<file path="config.mk">
export PLATFORM = sky130hd
export DESIGN_NAME = sine_scroll_layer
export DESIGN_NICKNAME = d
export VERILOG_FILES = /design/src/rtl/sine_scroll_layer.sv
export SDC_FILE = /design/constraint.sdc
export NUM_CORES = 1
export LEC_CHECK = 0
export ABC_AREA = 1
export CORE_ASPECT_RATIO = 0.6
export CORE_UTILIZATION = 34
export CTS_BUF_LIST = sky130_fd_sc_hd__clkbuf_8 sky130_fd_sc_hd__clkbuf_16
export DETAILED_ROUTE_END_ITERATION = 10
export GPL_ROUTABILITY_DRIVEN = 0
export SKIP_CTS_REPAIR_TIMING = 1
export SLEW_MARGIN = 15
export SYNTH_ARGS = -nofsm -noshare
export SYNTH_HDL_FRONTEND = slang
export SYNTH_SLANG_ARGS = --single-unit
</file>
<file path="constraint.sdc">
create_clock -name clk -period 4.8 [get_ports clk]
set_input_delay 0.72 -clock clk [delete_from_list [all_inputs] [get_ports clk]]
set_output_delay 0.72 -clock clk [all_outputs]
set_load 0.02 [all_outputs]
</file>
<file path="src/rtl/sine_scroll_layer.sv">
// sine_scroll_layer
// Animated sine-wave layer for the demo compositor. Each pixel column maps to a
// phase in a 64-column sine period. The curve row is drawn in white. A rainbow
// trail runs from the curve back toward the centre row. A frame-driven phase
// scroll, a runtime amplitude shift and a palette rotation animate the layer.
// The pixel path is a 2-stage register pipeline that accepts one pixel per
// cycle and never stalls.
//
// Ports
//   clk          pixel clock
//   rst_n        asynchronous active-low reset
//   frame_tick   one-cycle pulse per frame; advances scroll and rotation
//   enable       scroll enable, sampled on frame_tick
//   speed[2:0]   phase increment per frame_tick
//   amp[1:0]     amplitude shift: curve height = T >> amp
//   rot_en       palette rotation enable, sampled on frame_tick
//   pixel_valid  x/y valid this cycle
//   x, y         pixel coordinate
//   rgb_valid    pixel_valid delayed by two cycles
//   sine_rgb     RRGGBB colour, zero whenever rgb_valid is low
module sine_scroll_layer #(
    parameter int X_BITS  = 6,
    parameter int Y_BITS  = 5,
    parameter int CENTRE  = 10,
    parameter int TRAIL   = 7,
    parameter int ROT_DIV = 4
) (
    input  logic              clk,
    input  logic              rst_n,
    input  logic              frame_tick,
    input  logic              enable,
    input  logic [2:0]        speed,
    input  logic [1:0]        amp,
    input  logic              rot_en,
    input  logic              pixel_valid,
    input  logic [X_BITS-1:0] x,
    input  logic [Y_BITS-1:0] y,
    output logic              rgb_valid,
    output logic [5:0]        sine_rgb
);

    // Curve row width: one sign bit above the y range.
    localparam int RW = Y_BITS + 1;
    // Stage-2 arithmetic width: y - r never overflows here.
    localparam int DW = Y_BITS + 2;

    localparam logic signed [RW-1:0] CENTRE_R = RW'(CENTRE);
    localparam logic signed [DW-1:0] CENTRE_D = DW'(CENTRE);
    localparam logic signed [DW-1:0] Y_MAX_D  = DW'(CENTRE + 10);
    localparam logic signed [DW-1:0] TRAIL_D  = DW'(TRAIL);
    localparam logic [7:0]           DIV_LAST = 8'(ROT_DIV - 1);

    // First quarter of the sine period, scaled to a peak of 10 rows.
    function automatic logic [3:0] quarter_lut(input logic [3:0] idx);
        logic [3:0] v;
        case (idx)
            4'd0:    v = 4'd0;
            4'd1:    v = 4'd1;
            4'd2:    v = 4'd2;
            4'd3:    v = 4'd3;
            4'd4:    v = 4'd4;
            4'd5:    v = 4'd5;
            4'd6:    v = 4'd6;
            4'd7:    v = 4'd6;
            4'd8:    v = 4'd7;
            4'd9:    v = 4'd8;
            4'd10:   v = 4'd8;
            4'd11:   v = 4'd9;
            4'd12:   v = 4'd9;
            default: v = 4'd10;
        endcase
        return v;
    endfunction

    function automatic logic [5:0] palette(input logic [2:0] idx);
        logic [5:0] c;
        case (idx)
            3'd0:    c = 6'b11_00_00;
            3'd1:    c = 6'b11_10_00;
            3'd2:    c = 6'b11_11_00;
            3'd3:    c = 6'b00_11_00;
            3'd4:    c = 6'b00_10_11;
            3'd5:    c = 6'b00_00_11;
            default: c = 6'b10_00_11;
        endcase
        return c;
    endfunction

    // Reduce a sum in 0..12 modulo 7.
    function automatic logic [2:0] wrap7(input logic [3:0] s);
        logic [3:0] r;
        r = (s >= 4'd7) ? (s - 4'd7) : s;
        return r[2:0];
    endfunction

    // Animation state
    logic [5:0] phase;
    logic [2:0] rot;
    logic [7:0] div;

    always_ff @(posedge clk or negedge rst_n) begin
        if (!rst_n) begin
            phase <= '0;
            rot   <= '0;
            div   <= '0;
        end else if (frame_tick) begin
            if (enable) begin
                phase <= phase + {3'b000, speed};
            end
            if (rot_en) begin
                if (div == DIV_LAST) begin
                    div <= '0;
                    rot <= (rot == 3'd6) ? 3'd0 : rot + 3'd1;
                end else begin
                    div <= div + 8'd1;
                end
            end
        end
    end

    // ---- stage p0: phase lookup and curve row (combinational) ----
    logic [5:0]             ph_p0;
    logic [3:0]             idx_p0;
    logic [3:0]             mag_p0;
    logic signed [RW-1:0]   mag_s_p0;
    logic signed [RW-1:0]   h_p0;
    logic signed [RW-1:0]   r_p0;

    always_comb begin
        ph_p0    = x[5:0] + phase;
        // Odd quarters run the table backwards: 15 - i is the bitwise inverse.
        idx_p0   = ph_p0[4] ? ~ph_p0[3:0] : ph_p0[3:0];
        mag_p0   = quarter_lut(idx_p0) >> amp;
        mag_s_p0 = signed'(RW'(mag_p0));
        h_p0     = ph_p0[5] ? -mag_s_p0 : mag_s_p0;
        r_p0     = CENTRE_R - h_p0;
    end

    // ---- stage p1: registered curve row, forwarded y and palette offset ----
    logic                   vld_p1;
    logic signed [RW-1:0]   r_p1;
    logic [Y_BITS-1:0]      y_p1;
    logic [2:0]             rot_p1;

    always_ff @(posedge clk or negedge rst_n) begin
        if (!rst_n) begin
            vld_p1 <= 1'b0;
        end else begin
            vld_p1 <= pixel_valid;
        end
    end

    // The rotation value is captured with the pixel so later palette steps
    // never recolour a pixel already in flight.
    always_ff @(posedge clk) begin
        r_p1   <= r_p0;
        y_p1   <= y;
        rot_p1 <= rot;
    end

    logic signed [DW-1:0]   y_s_p1;
    logic signed [DW-1:0]   r_s_p1;
    logic signed [DW-1:0]   diff_p1;
    logic signed [DW-1:0]   dist_p1;
    logic                   on_curve_p1;
    logic                   in_trail_p1;
    logic [3:0]             pal_sum_p1;
    logic [5:0]             rgb_p1;

    always_comb begin
        y_s_p1      = signed'(DW'(y_p1));
        r_s_p1      = DW'(r_p1);
        diff_p1     = y_s_p1 - r_s_p1;
        dist_p1     = (diff_p1 < 0) ? -diff_p1 : diff_p1;
        on_curve_p1 = (diff_p1 == 0);
        // The trail only exists on the centre side of the curve. For a flat
        // curve (r == CENTRE) both ranges are empty, so only white is drawn.
        in_trail_p1 = ((r_s_p1 < CENTRE_D) && (y_s_p1 > r_s_p1) && (y_s_p1 <= CENTRE_D)) ||
                      ((r_s_p1 > CENTRE_D) && (y_s_p1 < r_s_p1) && (y_s_p1 >= CENTRE_D));
        pal_sum_p1  = 4'(dist_p1[2:0]) - 4'd1 + 4'(rot_p1);
        rgb_p1      = 6'b00_00_00;
        if (vld_p1 && (y_s_p1 <= Y_MAX_D)) begin
            if (on_curve_p1) begin
                rgb_p1 = 6'b11_11_11;
            end else if (in_trail_p1 && (dist_p1 <= TRAIL_D)) begin
                rgb_p1 = palette(wrap7(pal_sum_p1));
            end
        end
    end

    // ---- stage p2: registered output ----
    always_ff @(posedge clk or negedge rst_n) begin
        if (!rst_n) begin
            rgb_valid <= 1'b0;
            sine_rgb  <= '0;
        end else begin
            rgb_valid <= vld_p1;
            sine_rgb  <= rgb_p1;
        end
    end

endmodule

</file>
==> metrics <==
overall global routing resource usage=13.8%; number of vias per cell=4.58; worst path bufs/invs=4; Reg-to-Reg Start=phase[0]$_DFFE_PN0P_; Hold Vio Cnt, Final=0; layout cells sized above 1=9.44%; Reg clk slew, reported paths=0.06 ns; Main synth FF type=dfrtp_1; Worst setup SP type=input port; largest net degree at the start of global routing=25; status=finished, final reports clean; Worst Hold End=rot_p1[2]$_DFF_P_; post-synth top area cell=dfrtp_1; Setup TNS=0 ns; Crit path top cell by count=nand2_1; core area=7510 um^2; H-tree depth=2; Die H=71.4 um; Worst Setup End Kind=flip-flop; flops & latches, synth=38; Cell Area, Synth=2730 um^2; via count=2272; Seq. cell area=881 um^2; Worst Path Arrival=4.36 ns; first-pass GRT wire length=9.42 mm; Inserted Clock Buffers=5; initial antenna violation count=0; CP Max Fanout=4; HP Start=rot[2]$_DFFE_PN0P_; Critical-path top delay cell=fa_1; Pwr Total=0.00260 W; post-layout min period=4.19 ns; post-synthesis sequential area ratio=32.3%; CP required=4.98 ns; slew margin rel.=65.0%; routed wire length per instance=10.9 um; I/O pin count=29; Rows=24; clk sinks=38; CTS tree=built; Detailed Place HPWL=4.54 mm; CTS Buffer Depth=2; global route overflow=0; synthesis-to-layout area growth=21.7%; worst reg2reg path depth=25; IO Port Bufs=28; syn avg cell area=7.65 um^2; Synthesized Nets=407; Post-synth EDFFs=0; yosys warns=0; Setup CP Type=input port to flip-flop; clock root cell=clkbuf_16; Crit path max-delay family=adder cells; Synth area leaders=dfrtp_1, ha_1, nand2_1; slowest cell delay on critical path=0.44 ns; Cell variety after synth=42; P per Cell Area=783 nW/um^2; unrepaired setup endpoints after global routing=no; Fillers=761; multi-input logic area=1590 um^2; R2R setup slack=1.07 ns; fmax=239 MHz; Final period util=87.2%; worst-margin pin slew=0.525 ns; drt pass-1 iters=4; Worst path depth=26; initial core utilization=36.4%; diodes inserted=0; final setup fails=0; DRC viols=0; Die W=118 um; Clock Skews=0.00308 ns; Die ar.=8400 um^2; Leakage=1.72 nW; ys async rst share=63.2%; final wirelength=5.40 mm; hold-critical path depth=0; vias in the first global route=2105; Final ANT Viol Nets=0; Max Cap Viol=0; RR Endpoint=r_p1[4]$_DFF_P_; Max VDD drop=241 uV; top-area cell type share of the netlist area=22.0%; cells after synthesis=357; DRT iter0 DRCs=102; clk_lat worst skew=0.28 ns; Max Slew Vio Count=0; HP Class=flip-flop to flip-flop; final net count=441
## state kept, by name (all words and copies together), names as in the netlist
register,count
div,8
phase,6
r_p1,6
sine_rgb,5
y_p1,5
rot,3
rot_p1,3
rgb_valid,1
vld_p1,1
## cells by family after synthesis
group,share of synthesized area [%]
xor+xnor,5.68
buf+inv,9.35
flops,32.3
simple gates,27.3
mux,0.412
fa+ha+maj,13.9
compound gates,11.0
## cells in the mapped netlist (4+ instances only)
cell     count
a21oi_1     12
dfrtp_1     24
dfxtp_1     14
fa_1         4
ha_1        24
inv_1       62
inv_2        4
nand2_1     79
nand2_2      9
nand3_1     29
nand3_2      6
nand4_1      4
nor2_1      19
nor3_1       4
o21ai_0     13
o21ai_1      4
xnor2_1      4
xor2_1      10
## power breakdown
group / leakage, nW / internal [W] / total, W / switching [W]
Combinational: 1.22 / 0.000644 / 0.00169 / 0.00105
Sequential: 0.404 / 0.000416 / 0.000483 / 0.0000672
Clock: 0.0940 / 0.000298 / 0.000425 / 0.000126
Total: 1.72 / 0.00136 / 0.00260 / 0.00124
## final cells by class
class                   instances  area share [%]
clock inverters                 3            2.07
clock buffers                   5            3.77
multi-input cells             252            48.0
repair buffers                 28            8.29
inverters                      66            7.46
flip-flops and latches         38            26.5
well taps                     104            3.92
## layout by cell type, fill, tap and decap left out, types with 2 or more instances in the layout
cell and instances:
xor2_2 2, o211ai_1 3, nand2_4 2, bufinv_16 2, nand4_1 4, nand2_1 79
nor3b_1 3, xnor2_1 4, inv_1 62, nand2_2 9, inv_2 4, xor2_1 10
and2_1 2, clkbuf_16 5, fa_1 4, clkdlybuf4s50_1 27, ha_1 24, dfrtp_1 24
o21ai_1 4, o21a_1 2, nor3_1 4, dfxtp_1 14, o21ai_0 13, a21oi_1 12
nand3_2 6, nand3_1 29, nor2_1 19
## metal layers
layer	track usage, %	up-vias	routed length, um
met2	19.9	37	2030
met5	0	-	0
li1	-	1219	-
met1	21.3	1014	3150
met3	2.71	2	200
met4	2.99	0	19
## how the worst max path moves through the flow
stage / from / endpoint / slack, ns
3_5_place_dp: x[0] / r_p1[4]$_DFF_P_ / 0.32
3_3_place_gp: x[0] / r_p1[4]$_DFF_P_ / 0.56
2_1_floorplan: x[0] / r_p1[4]$_DFF_P_ / 1.15
4_1_cts: x[0] / r_p1[4]$_DFF_P_ / 0.62
5_1_grt: x[0] / r_p1[4]$_DFF_P_ / 0.21
6_report: x[0] / r_p1[4]$_DFF_P_ / 0.61
## metrics by stage
step	hold slack (ns)	utilization, %	setup WS (ns)	area, um^2	std cells
after detailed placement	0.357	41.7	0.320	3130	488
after global placement	0.354	41.7	0.556	3130	488
final	0.369	44.3	0.615	3320	496
after floorplan	0.347	-	1.15	2730	357
after global routing	0.379	44.3	0.214	3320	496
after CTS	0.371	44.3	0.622	3330	496
Note: power is estimated with default switching activity, not from simulation.
